`src/rtl/wishbone_burst_master.sv`:
```
// rtl/wishbone_burst_master.sv - Wishbone burst master (read/write bursts of up to MAX_BEATS beats).
// Optional BUS-phase watchdog enabled by defining WB_BURST_TIMEOUT_EN.
module wishbone_burst_master #(
    parameter int ADDR_W         = 32,
    parameter int DATA_W         = 64,
    parameter int MAX_BEATS      = 16,
    parameter int TIMEOUT_CYCLES = 255,
    localparam int LEN_W         = $clog2(MAX_BEATS),
    localparam int SEL_W         = DATA_W / 8
) (
    input  logic              clk_i,
    input  logic              rst_i,
    input  logic              cmd_valid_i,
    output logic              cmd_ready_o,
    input  logic              cmd_we_i,
    input  logic [ADDR_W-1:0] cmd_addr_i,
    input  logic [LEN_W-1:0]  cmd_len_i,
    input  logic [SEL_W-1:0]  cmd_sel_i,
    input  logic [DATA_W-1:0] wr_data_i,
    input  logic              wr_valid_i,
    output logic              wr_ready_o,
    output logic [DATA_W-1:0] rd_data_o,
    output logic              rd_valid_o,
    output logic              done_o,
    output logic              err_o,
    output logic              busy_o,
    output logic [ADDR_W-1:0] adr_o,
    output logic [DATA_W-1:0] dat_o,
    output logic [SEL_W-1:0]  sel_o,
    output logic              we_o,
    output logic              cyc_o,
    output logic              stb_o,
    input  logic [DATA_W-1:0] dat_i,
    input  logic              ack_i,
    input  logic              err_i
);

    typedef enum logic [1:0] {
        IDLE  = 2'd0,
        WDATA = 2'd1,
        BUS   = 2'd2
    } state_t;

    state_t             state_q, state_d;
    logic [LEN_W-1:0]   left_q, left_d;
    logic [ADDR_W-1:0]  adr_d;
    logic [DATA_W-1:0]  dat_d, rd_data_d;
    logic [SEL_W-1:0]   sel_d;
    logic               we_d, cyc_d, stb_d, rd_valid_d, done_d, err_d, busy_d;
    logic               wd_expired;

`ifdef WB_BURST_TIMEOUT_EN
    localparam int WD_W = $clog2(TIMEOUT_CYCLES + 1);
    logic [WD_W-1:0] wd_cnt_q;

    // Fires on the TIMEOUT_CYCLES-th consecutive strobe cycle without a slave response.
    assign wd_expired = (state_q == BUS) && !ack_i && !err_i
                        && (wd_cnt_q == WD_W'(TIMEOUT_CYCLES - 1));

    always_ff @(posedge clk_i or negedge rst_i) begin
        if (!rst_i) begin
            wd_cnt_q <= '0;
        end else if ((state_q == BUS) && !ack_i && !err_i && !wd_expired) begin
            wd_cnt_q <= wd_cnt_q + WD_W'(1);
        end else begin
            wd_cnt_q <= '0;
        end
    end
`else
    assign wd_expired = 1'b0;
`endif

    assign cmd_ready_o = (state_q == IDLE);
    assign wr_ready_o  = (state_q == WDATA);

    always_comb begin
        state_d    = state_q;
        left_d     = left_q;
        adr_d      = adr_o;
        dat_d      = dat_o;
        sel_d      = sel_o;
        we_d       = we_o;
        cyc_d      = cyc_o;
        stb_d      = stb_o;
        rd_data_d  = rd_data_o;
        rd_valid_d = 1'b0;
        done_d     = 1'b0;
        err_d      = 1'b0;

        case (state_q)
            IDLE: begin
                if (cmd_valid_i) begin
                    adr_d  = cmd_addr_i;
                    sel_d  = cmd_sel_i;
                    we_d   = cmd_we_i;
                    left_d = cmd_len_i;
                    cyc_d  = 1'b1;
                    if (cmd_we_i) begin
                        stb_d   = 1'b0;
                        state_d = WDATA;
                    end else begin
                        stb_d   = 1'b1;
                        state_d = BUS;
                    end
                end
            end
            WDATA: begin
                cyc_d = 1'b1;
                stb_d = 1'b0;
                if (wr_valid_i) begin
                    dat_d   = wr_data_i;
                    stb_d   = 1'b1;
                    state_d = BUS;
                end
            end
            BUS: begin
                // Error wins over a coincident ack; the erroring beat produces no read data.
                if (err_i || wd_expired) begin
                    cyc_d   = 1'b0;
                    stb_d   = 1'b0;
                    done_d  = 1'b1;
                    err_d   = 1'b1;
                    state_d = IDLE;
                end else if (ack_i) begin
                    if (!we_o) begin
                        rd_data_d  = dat_i;
                        rd_valid_d = 1'b1;
                    end
                    if (left_q == '0) begin
                        cyc_d   = 1'b0;
                        stb_d   = 1'b0;
                        done_d  = 1'b1;
                        state_d = IDLE;
                    end else begin
                        adr_d  = adr_o + ADDR_W'(SEL_W);
                        left_d = left_q - LEN_W'(1);
                        if (we_o) begin
                            stb_d   = 1'b0;
                            state_d = WDATA;
                        end else begin
                            stb_d   = 1'b1;
                        end
                    end
                end
            end
            default: begin
                cyc_d   = 1'b0;
                stb_d   = 1'b0;
                state_d = IDLE;
            end
        endcase

        busy_d = (state_d != IDLE);
    end

    always_ff @(posedge clk_i or negedge rst_i) begin
        if (!rst_i) begin
            state_q    <= IDLE;
            left_q     <= '0;
            adr_o      <= '0;
            dat_o      <= '0;
            sel_o      <= '0;
            we_o       <= 1'b0;
            cyc_o      <= 1'b0;
            stb_o      <= 1'b0;
            rd_data_o  <= '0;
            rd_valid_o <= 1'b0;
            done_o     <= 1'b0;
            err_o      <= 1'b0;
            busy_o     <= 1'b0;
        end else begin
            state_q    <= state_d;
            left_q     <= left_d;
            adr_o      <= adr_d;
            dat_o      <= dat_d;
            sel_o      <= sel_d;
            we_o       <= we_d;
            cyc_o      <= cyc_d;
            stb_o      <= stb_d;
            rd_data_o  <= rd_data_d;
            rd_valid_o <= rd_valid_d;
            done_o     <= done_d;
            err_o      <= err_d;
            busy_o     <= busy_d;
        end
    end

endmodule

```
`config.mk`:
```
export PLATFORM = sky130hd
export DESIGN_NAME = wishbone_burst_master
export DESIGN_NICKNAME = d
export VERILOG_FILES = /design/src/rtl/wishbone_burst_master.sv
export SDC_FILE = /design/constraint.sdc
export NUM_CORES = 1
export LEC_CHECK = 0
export ABC_AREA = 1
export BUFFER_PORTS_ARGS = -buffer_cell sky130_fd_sc_hd__buf_2
export CAP_MARGIN = 20
export CELL_PAD_IN_SITES_DETAIL_PLACEMENT = 0
export CELL_PAD_IN_SITES_GLOBAL_PLACEMENT = 1
export CORE_ASPECT_RATIO = 1.1
export CORE_MARGIN = 2
export CORE_UTILIZATION = 33
export DETAILED_ROUTE_END_ITERATION = 16
export HOLD_SLACK_MARGIN = 0.06
export PLACE_DENSITY_LB_ADDON = 0.08
export REMOVE_ABC_BUFFERS = 1
export SYNTH_ARGS = -nofsm -noshare
export SYNTH_HDL_FRONTEND = slang
export SYNTH_SLANG_ARGS = --single-unit
```
`constraint.sdc`:
```
create_clock -name clk_i -period 1.9 [get_ports clk_i]
set_input_delay 0.19 -clock clk_i [delete_from_list [all_inputs] [get_ports clk_i]]
set_output_delay 0.19 -clock clk_i [all_outputs]
set_load 0.01 [all_outputs]
```
==> impl_results.md <==
* DRC violation count after routing at 0
* Post-route fraction of the period consumed by the critical path at between 80 and 90%
* Maximum fanout encountered on the critical timing path at 9
* Total standard cell area after synthesis at just over 8000 sq um
* Path category of the worst min-delay check: input pin to flop
* Core utilization of the finished layout at between 50 and 60%
* Maximum capacitance violations at 0
* Fraction of power spent switching nets at around two fifths
* Die Span X at about 150 um
* Worst Path Required at between 2 and 2.5 ns
* Max Fclk at about 0.6 GHz
* Average size of a mapped cell at 7.72 sq um
* Slew at the pin closest to its max-slew limit at between 0.7 and 0.8 ns
* Design area at 12,400 sq um
* Minimum clock period after layout at 1.66 ns
* Global Route Usage Sum at a little over a fifth
* Worst path arrival time at a little under 2 ns
* Clock root buffer: sky130_fd_sc_hd__clkbuf_16
* Setup repair bufs after CTS at 0
* Pins Over Slew Limit at 0
* Global Route met2 Usage at approximately 37%
* Portion of total power attributed to combinational logic at roughly two fifths
* Crit end category: flop
* Min Hold Slack at 0.0814 ns
* Number of warnings issued by yosys at 0
* Number of storage elements in the synthesis netlist at 181
* Share of post-route cells with drive strength above 1 at between 20% and 30%
* Most used routing layer in global routing: met2
* Filler instances at around 2,400
* Residual overflow from global routing at 0
* Maximum clock skew at final layout at 0.0158 ns
* Number of sinks driven by the clock tree at between 150 and 200
* Clock transition time at the flip-flop clock pins of the worst setup and hold paths at 0.08 ns
* Switching power at approximately 7.4 mW
* Areal power density over the cells at roughly 1500 nW/um^2
* Final RePlAce weighted congestion at between 0.7 and 0.8
* Area taken by flip-flops and latches at around 4500 sq um
* Clock share of power at roughly a fifth
* Area of the core region at around 24,000 sq um
* Distinct cell type count after synthesis at 31
* Number of H-tree levels at 4
* Syn Inst Count at around 1,100
* Site row count at 60
* Routed via count divided by cell count at approximately 4.4
* Static leakage power at a little under 7 nW
* Clock Path Buffers at 2
* TritonCTS clock tree: yes
* Die Outline Area at roughly 26,000 sq um
* Initial core utilization at roughly a third
* DP Area at approximately 10,000 sq um
* Largest net degree at the start of global routing at 66
* Unrepaired setup endpoints after global routing: no
* Total clock buffers created by CTS at 17
* Status: complete, no violations
* Total number of nets in the final design at roughly 1,700
* Via count of the routed design at approximately 8,200
* Hold violation total from the final report at 0
* Met3 Resource Use GR at 5.97%
* Most common cell after layout, fill and taps aside: sky130_fd_sc_hd__nand2_1
* Total half-perimeter wirelength after legalization and detailed placement at 19.1 mm
* Fraction of the yosys area taken by sequential cells at around 56%
* Global-route track usage on met1 at ~25%
* Area delta synth->final at 51.9%
* Iteration-0 DRC count of the detailed router at 370
* Height of the die at ~170 um
* Final setup violation count at 0
* Boundary pin count at approximately 360
* Worst setup path category: flop to flop
* Routed wire length at approximately 27 mm
* Worst-case headroom to the max-slew limit at 52.0%
* Maximum vdd ir drop at about 0.63 mV
* Worst skew pair latency at 0.43 ns
* Combined area of the multi-input logic cells at 3180 sq um
* Internal Dissipation at 10.5 mW
* Average wire length per cell after detail routing at between 10 and 15 um
* Port Buffer Count at approximately 360
* Number of global-route vias before repair at roughly 8,300
* Setup TNS at 0 ns
* First-pass iteration count of the detailed router at 4
* Startpoint type of the worst setup path: flop
* Commonest cells after routing, fill and taps aside: sky130_fd_sc_hd__nand2_1, sky130_fd_sc_hd__buf_2, sky130_fd_sc_hd__dfrtp_1
* Final antenna-violating net count at 0
* Wire length of the first global-routing pass at 43.9 mm
* Antenna violations before repair at 0
* Proportion of power drawn by flip-flops and latches at a little under two fifths
layer usage:
metal	vias up	share of wire (%)
met2	221	51
met5	-	0
met1	3800	42
met3	24	6.2
li1	4189	-
met4	0	1.6
registers in the layout, summed over array words and instances (netlist names), 2 cells and up:
name       cells
left_q         4
rd_data_o     64
dat_o         64
state_q        2
adr_o         32
sel_o          8
stage by stage:
stage,setup WS [ns],std cells,total power [mW]
2_1_floorplan,-2.75,1009,10.7
3_3_place_gp,0.249,1698,14.1
3_5_place_dp,0.188,1698,14.2
4_1_cts,0.176,1873,18.2
5_1_grt,0.0344,1873,19.5
6_report,0.239,1874,18.0
power groups by stage:
| stage | clock, mW | combinational, mW | sequential (mW) |
|---|---|---|---|
| 6_report | 3.64 | 7.49 | 6.84 |
| 5_1_grt | 3.91 | 8.50 | 7.10 |
| 4_1_cts | 3.78 | 7.59 | 6.83 |
| 3_5_place_dp | 0 | 7.34 | 6.86 |
| 3_3_place_gp | 0 | 7.28 | 6.86 |
| 2_1_floorplan | 0 | 3.12 | 7.54 |
synth_stat cells (all sizes together):
library cell / n / area (sq um)
a21oi: 5 / 25.0
and2: 2 / 12.5
buf: 37 / 224
clkbuf: 8 / 30.0
clkinv: 1 / 5.00
dfrtp: 181 / 4530
ha: 2 / 25.0
inv: 51 / 191
nand2: 582 / 2190
nand3: 37 / 198
nand4: 3 / 18.8
nor2: 91 / 364
nor3: 3 / 15.0
o211ai: 2 / 15.0
o21a: 1 / 7.51
o21ai: 33 / 173
o21bai: 1 / 7.51
o22ai: 2 / 18.8
or2: 7 / 43.8
xnor2: 1 / 8.76
xor2: 4 / 35.0
worst paths after layout:
check,from,to,slack [ns],cells past startpoint
hold reg to reg,dat_o[58],dat_o[58],0.47,2
min in group asynchronous,rst_i,adr_o[24],0.24,2
max in group asynchronous,rst_i,rd_data_o[62],0.98,3
setup / recovery,adr_o[9],adr_o[30],0.24,9
setup reg to reg,adr_o[9],adr_o[30],0.24,9
hold / removal,cmd_addr_i[9],adr_o[9],0.08,5
logic make-up (layout without fill, tap and decap cells):
kind of cell	after synthesis	count (layout)	synth area share (%)
other cells	0	1	0
simple gates	725	725	34.9
flops	181	181	55.7
buf+inv	97	606	5.54
xor+xnor	5	5	0.538
compound gates	44	44	3.03
fa+ha+maj	2	2	0.308
final cells by class:
cell class | count | area share, %
flip-flops and latches | 181 | 36.7
repair buffers | 522 | 28.0
multi-input cells | 776 | 25.7
clock buffers | 18 | 3.55
well taps | 310 | 3.14
inverters | 52 | 1.59
clock inverters | 14 | 1.30
diodes | 1 | 0.0203
repair_timing:
action / 4_1_cts / 5_1_grt
hold buffers: 143 / 0
endpoints found under the setup margin: 0 / 1
endpoints found under the hold margin: 177 / 0
gates resized for setup: 0 / 2
worst max-delay path, cell delays in order (launching register included):
cell,delay (ns)
sky130_fd_sc_hd__dfrtp_1,0.47
sky130_fd_sc_hd__nand2_1,0.11
sky130_fd_sc_hd__nor2_1,0.09
sky130_fd_sc_hd__nand2_1,0.23
sky130_fd_sc_hd__nor2_1,0.34
sky130_fd_sc_hd__nand2_1,0.09
sky130_fd_sc_hd__nand2_1,0.06
sky130_fd_sc_hd__nand3_1,0.06
sky130_fd_sc_hd__nand2_1,0.07
sky130_fd_sc_hd__nand2_1,0.04
Note: power is estimated with default switching activity, not from simulation.
